### src/rtl/serial_port_arbiter.sv
// Two-client arbiter for the serial port byte interface: message-locked TX ownership
// with idle timeout, per-byte RX arbitration, and one-cycle settle gaps after every strobe.
module serial_port_arbiter #(
    parameter int          IDLE_TIMEOUT = 16,
    parameter logic [7:0]  EOM_BYTE     = 8'h0A
) (
    input  logic       clock,
    input  logic       reset,
    input  logic       c0_wr_req,
    input  logic       c1_wr_req,
    input  logic [7:0] c0_wr_data,
    input  logic [7:0] c1_wr_data,
    output logic       c0_wr_ack,
    output logic       c1_wr_ack,
    output logic       c0_tx_grant,
    output logic       c1_tx_grant,
    input  logic       c0_rd_req,
    input  logic       c1_rd_req,
    output logic [7:0] c0_rd_data,
    output logic [7:0] c1_rd_data,
    output logic       c0_rd_valid,
    output logic       c1_rd_valid,
    input  logic       s_data_valid_in,
    input  logic [7:0] s_data_in,
    input  logic       s_data_ready_in,
    output logic       s_rden_out,
    output logic [7:0] s_data_out,
    output logic       s_wren_out
);

    localparam int              CW      = $clog2(IDLE_TIMEOUT);
    localparam logic [CW-1:0]   CNT_MAX = CW'(IDLE_TIMEOUT - 1);

    typedef enum logic [1:0] {TX_IDLE, TX_OWN, TX_GAP} tx_state_e;
    typedef enum logic       {RX_IDLE, RX_GAP}         rx_state_e;

    logic [1:0]      wr_req;
    logic [1:0][7:0] wr_data;
    logic [1:0]      rd_req;

    assign wr_req  = {c1_wr_req, c0_wr_req};
    assign wr_data = {c1_wr_data, c0_wr_data};
    assign rd_req  = {c1_rd_req, c0_rd_req};

    tx_state_e       tx_state_q, tx_state_d;
    logic            owner_q, owner_d;
    logic            tx_last_q, tx_last_d;
    logic [1:0]      tx_grant_q, tx_grant_d;
    logic [CW-1:0]   idle_cnt_q, idle_cnt_d;
    logic [1:0]      wr_ack_q, wr_ack_d;
    logic            s_wren_q, s_wren_d;
    logic [7:0]      s_data_q, s_data_d;

    rx_state_e       rx_state_q, rx_state_d;
    logic            rx_last_q, rx_last_d;
    logic [1:0]      rd_valid_q, rd_valid_d;
    logic [1:0][7:0] rd_data_q, rd_data_d;
    logic            s_rden_q, s_rden_d;

    logic            tx_pick, rx_pick;

    // On contention the client that did not go last wins; otherwise whoever asks.
    assign tx_pick = (&wr_req) ? ~tx_last_q : wr_req[1];
    assign rx_pick = (&rd_req) ? ~rx_last_q : rd_req[1];

    always_comb begin
        tx_state_d = tx_state_q;
        owner_d    = owner_q;
        tx_last_d  = tx_last_q;
        tx_grant_d = tx_grant_q;
        idle_cnt_d = idle_cnt_q;
        wr_ack_d   = '0;
        s_wren_d   = 1'b0;
        s_data_d   = s_data_q;
        case (tx_state_q)
            TX_IDLE: begin
                if (|wr_req) begin
                    owner_d    = tx_pick;
                    tx_grant_d = 2'b01 << tx_pick;
                    idle_cnt_d = '0;
                    tx_state_d = TX_OWN;
                end
            end
            TX_OWN: begin
                if (wr_req[owner_q]) begin
                    if (s_data_ready_in) begin
                        s_data_d          = wr_data[owner_q];
                        s_wren_d          = 1'b1;
                        wr_ack_d[owner_q] = 1'b1;
                        idle_cnt_d        = '0;
                        tx_state_d        = TX_GAP;
                    end
                end else if (idle_cnt_q == CNT_MAX) begin
                    tx_grant_d = '0;
                    tx_last_d  = owner_q;
                    tx_state_d = TX_IDLE;
                end else begin
                    idle_cnt_d = idle_cnt_q + 1'b1;
                end
            end
            TX_GAP: begin
                // s_data_q still holds the byte just accepted.
                if (s_data_q == EOM_BYTE) begin
                    tx_grant_d = '0;
                    tx_last_d  = owner_q;
                    tx_state_d = TX_IDLE;
                end else begin
                    tx_state_d = TX_OWN;
                end
            end
            default: tx_state_d = TX_IDLE;
        endcase
    end

    always_comb begin
        rx_state_d = rx_state_q;
        rx_last_d  = rx_last_q;
        rd_valid_d = '0;
        rd_data_d  = rd_data_q;
        s_rden_d   = 1'b0;
        case (rx_state_q)
            RX_IDLE: begin
                if (s_data_valid_in && (|rd_req)) begin
                    s_rden_d           = 1'b1;
                    rd_data_d[rx_pick] = s_data_in;
                    rd_valid_d[rx_pick] = 1'b1;
                    rx_last_d          = rx_pick;
                    rx_state_d         = RX_GAP;
                end
            end
            RX_GAP:  rx_state_d = RX_IDLE;
            default: rx_state_d = RX_IDLE;
        endcase
    end

    always_ff @(posedge clock) begin
        if (reset) begin
            tx_state_q <= TX_IDLE;
            owner_q    <= 1'b0;
            tx_last_q  <= 1'b1;
            tx_grant_q <= '0;
            idle_cnt_q <= '0;
            wr_ack_q   <= '0;
            s_wren_q   <= 1'b0;
            s_data_q   <= '0;
            rx_state_q <= RX_IDLE;
            rx_last_q  <= 1'b1;
            rd_valid_q <= '0;
            rd_data_q  <= '0;
            s_rden_q   <= 1'b0;
        end else begin
            tx_state_q <= tx_state_d;
            owner_q    <= owner_d;
            tx_last_q  <= tx_last_d;
            tx_grant_q <= tx_grant_d;
            idle_cnt_q <= idle_cnt_d;
            wr_ack_q   <= wr_ack_d;
            s_wren_q   <= s_wren_d;
            s_data_q   <= s_data_d;
            rx_state_q <= rx_state_d;
            rx_last_q  <= rx_last_d;
            rd_valid_q <= rd_valid_d;
            rd_data_q  <= rd_data_d;
            s_rden_q   <= s_rden_d;
        end
    end

    assign c0_wr_ack   = wr_ack_q[0];
    assign c1_wr_ack   = wr_ack_q[1];
    assign c0_tx_grant = tx_grant_q[0];
    assign c1_tx_grant = tx_grant_q[1];
    assign s_wren_out  = s_wren_q;
    assign s_data_out  = s_data_q;
    assign c0_rd_valid = rd_valid_q[0];
    assign c1_rd_valid = rd_valid_q[1];
    assign c0_rd_data  = rd_data_q[0];
    assign c1_rd_data  = rd_data_q[1];
    assign s_rden_out  = s_rden_q;

endmodule

### config.mk
export PLATFORM = sky130hd
export DESIGN_NAME = serial_port_arbiter
export DESIGN_NICKNAME = d
export VERILOG_FILES = /design/src/rtl/serial_port_arbiter.sv
export SDC_FILE = /design/constraint.sdc
export NUM_CORES = 1
export LEC_CHECK = 0
export ABC_AREA = 0
export BUFFER_PORTS_ARGS = -buffer_cell sky130_fd_sc_hd__buf_2
export CAP_MARGIN = 5
export CORE_ASPECT_RATIO = 2
export CORE_MARGIN = 2
export CORE_UTILIZATION = 52
export DETAILED_ROUTE_END_ITERATION = 6
export PLACE_DENSITY = 0.87
export SETUP_SLACK_MARGIN = 0.3
export SLEW_MARGIN = 20
export SYNTH_ARGS = -nofsm -noshare
export SYNTH_HDL_FRONTEND = slang
export SYNTH_SLANG_ARGS = --single-unit
### constraint.sdc
create_clock -name clock -period 3.42 [get_ports clock]
set_clock_uncertainty 0.1 [all_clocks]
set_input_delay 0 -clock clock [delete_from_list [all_inputs] [get_ports clock]]
set_output_delay 0 -clock clock [all_outputs]
set_load 0.01 [all_outputs]
==> flow_summary_export.csv <==
group,metric,value,unit
route,vias_per_cell,5.475,
layout,fill_cells,237,
synth,synth-xor-area-share,0,%
die,dieArea,3970,um2
placed_design,place.port_buffers,63,
power_and_ir_drop,p_seq_share,42.5,%
placed_design,dpl_cell_area,2111,um2
timing,setup_ws,1.435,ns
setup_path,ff2ff_path_depth,6,
timing,fin_hold_ws,-0.01244,ns
worst_hold_path,hold_path.startpoint,"c1_wr_data[2]",
route,post_drt_wl_per_cell,14.38,um
timing,tightest_slew,0.6940,ns
synth,synthSimpleGateAreaFrac,17.20,%
clocking,cts_buffers,5,
route,routed_wl,4.356,mm
route,via_count,1659,
worst_hold_path,hp-class,"primary input to register",
route,drtIter0Drc,15,
synth,synth_area,1797,um2
layout,final_cell_area,2492,um2
power_and_ir_drop,p_sw,390.3,uW
die,die_x,45.57,um
power_and_ir_drop,p_int,916.8,uW
timing,clock.fmax,503.7,MHz
global_routing,first_global_vias,1672,
synth,synth_edf_count,0,
die,rows,30,
route,wl_met3,226,um
setup_path,startpoint_type,"register",
timing,slew_viol_final,0,
global_routing,grt_max_degree,41,
timing,fin_crit,1.985,ns
placed_design,dp_hpwl,2.835,mm
die,initial_utilization,53.78,%
timing,setup_viol,0,
route,drc,0,
synth,synth.avg_cell_area,9.872,um2
timing,fin_crit_sh,58.05,%
synth,synthMuxAreaShare,16.50,%
synth,synth_top_flop_cell,"dfxtp_1",
clocking,clk_pin_slew,0.08,ns
worst_hold_path,worst_hold_path.endpoint,"s_data_out[2]",
global_routing,grt_usage,24.29,%
power_and_ir_drop,p_leak,0.001196,uW
layout,multi_input_area,912.1,um2
setup_path,crit_type,"register to register",
clocking,cts_tree,"done",
synth,synth_top_family_by_area,"simple AND/OR/NAND/NOR gates",
synth,synth_compound_area_share,12.88,%
synth,ys_ff_latch,41,
flow_run,maxCapViolCount,0,
timing,fin_tns_setup,0,ns
synth,ys_seq_area_share,45.68,%
setup_path,endpoint_kind,"register",
route,drtAntennaViolNets,0,
synth,yosysWarnings,0,
worst_hold_path,hold_depth,3,
die,core-area,3341,um2
layout,layout-drive-gt1-share,28.41,%
run_status,violations,"negative hold slack",
run_status,outcome,"complete, but fails checks",
timing,maxSlewHeadroom,53.73,%
timing,rsz0062_at_grt,"no",
route,dr.max_layer_used,"met4",
placed_design,dp_slack,1.478,ns
synth,synthAdderAreaFrac,4.178,%
layout,fin_nets,308,
setup_path,critical_path.reg2reg.endpoint,"idle_cnt_q[1]",
layout,ff_latch_area,820.8,um2
layout,area_growth,38.72,%
placed_design,place.gp.congestion,0.7949,
die,ios,64,
setup_path,cp.required,3.51,ns
die,die_h,87.13,um
clocking,cts_root_buffer,"clkbuf_8",
synth,synthCells,182,
route,drt_first_pass_iters,4,
synth,synth_commonest_cells,"41 x dfxtp_1, 34 x nor2_1, 27 x mux2i_1",
route,wl_met2,2.495,mm
power_and_ir_drop,swShare,29.86,%
setup_path,reg2reg_from,"tx_state_q[1]",
setup_path,critPathMaxFanout,9,
clocking,cts_sinks,41,
synth,synth-async-reset-ratio,0,%
synth,synth_fp_nets,220,
synth,ys_types,38,
synth,synth.most_common_cell,"dfxtp_1",
synth,synth_top_cell_area_share,45.68,%
global_routing,grt-ovfl-total,0,
setup_path,reg2reg_slack,1.43,ns
clocking,clock_latency,0.30,ns
power_and_ir_drop,ir_drop,471.8,uV
route,wl_met1,1.547,mm
power_and_ir_drop,p_clk_share,29.9,%
clocking,cts_buffer_depth,2,
layout,diodes,0,
power_and_ir_drop,combPwrFrac,27.6,%
timing,hold_viol_final,1,
synth,synth.top_cells.by_area,"dfxtp_1 46%, mux2i_1 15%, nor2_1 7.1%",
global_routing,antenna_found_initial,0,
layout,finalNonFillerCells,303,
global_routing,grt_pass1_wl,7.162,mm
setup_path,cp.arrival,2.07,ns
synth,yosys.area.top_type,"dfxtp_1",
power_and_ir_drop,pwr_density_cell,524.4,nW/um2
clocking,htree_num_levels,2,
placed_design,dp.cells,268,
==> placed cells by master (no fill, tap or decap), drive strengths merged, types with 4 or more instances in the layout <==
cell type,instances
and3,5
ha,6
mux2i,27
inv,4
nor2,34
nand2,6
a21oi,4
dfxtp,41
buf,64
dlygate4sd3,27
a211oi,11
clkbuf,6
==> critical path, cell delays in order, from the launching register on <==
cell and delay, ns:
dfxtp_1 0.39, inv_1 0.08, ha_1 0.27, nor2b_1 0.19, a211oi_2 0.43, o21ai_1 0.17, a31o_1 0.24
==> flip-flops by register name (all words and copies together), names as in the netlist <==
name,count
c0_rd_data,8
c1_rd_data,8
s_data_out,8
idle_cnt_q,4
rd_valid_q,2
tx_grant_q,2
tx_state_q,2
wr_ack_q,2
owner_q,1
rx_last_q,1
rx_state_q,1
s_wren_out,1
tx_last_q,1
==> power groups by stage <==
stage	clock, uW	combinational (uW)	sequential (uW)
6_report	391	360	556
2_1_floorplan	0	222	577
4_1_cts	394	358	555
3_5_place_dp	0	323	566
5_1_grt	414	399	561
3_3_place_gp	0	317	564
==> cells by family after synthesis <==
group | Yosys count
mux | 29
buf+inv | 14
flops | 41
simple gates | 61
fa+ha+maj | 6
compound gates | 31
==> metrics by stage <==
step / utilization [%] / power [uW]
after floorplan: - / 798.8
after global placement: 63.18 / 881.2
after detailed placement: 63.18 / 889.1
after CTS: 74.61 / 1308
after global routing: 74.61 / 1375
final: 74.61 / 1307
==> area by class of cell <==
class,count,share of cell area (%)
Clock inverter,2,1.556
Clock buffer,6,2.912
Inverter,4,0.6024
Multi-Input combinational cell,127,36.60
Sequential cell,41,32.93
Timing Repair Buffer,91,23.80
Tap cell,32,1.606
==> routing by layer <==
metal  vias to the layer above  GRT usage (%)
met5                         -              0
met4                         0          9.358
met3                        10          4.979
met2                        54          46.35
met1                       776          23.30
li1                        819              -
==> what timing repair did <==
item,CTS,global route
hold buffers,27,0
gates resized for setup,0,0
hold endpoints to repair,30,0
setup buffers,0,0
endpoints found under the setup margin,0,0
==> worst max path at each step <==
stage / from / to / slack [ns]
finish: tx_state_q[1] / idle_cnt_q[1] / 1.43
global route: tx_state_q[1] / idle_cnt_q[1] / 1.30
CTS: tx_state_q[1] / idle_cnt_q[1] / 1.45
detailed placement: tx_state_q[1] / idle_cnt_q[1] / 1.48
global placement: tx_state_q[1] / idle_cnt_q[1] / 1.52
floorplan: tx_state_q[1] / idle_cnt_q[1] / 1.60
Power figures use the tool's default switching activity.
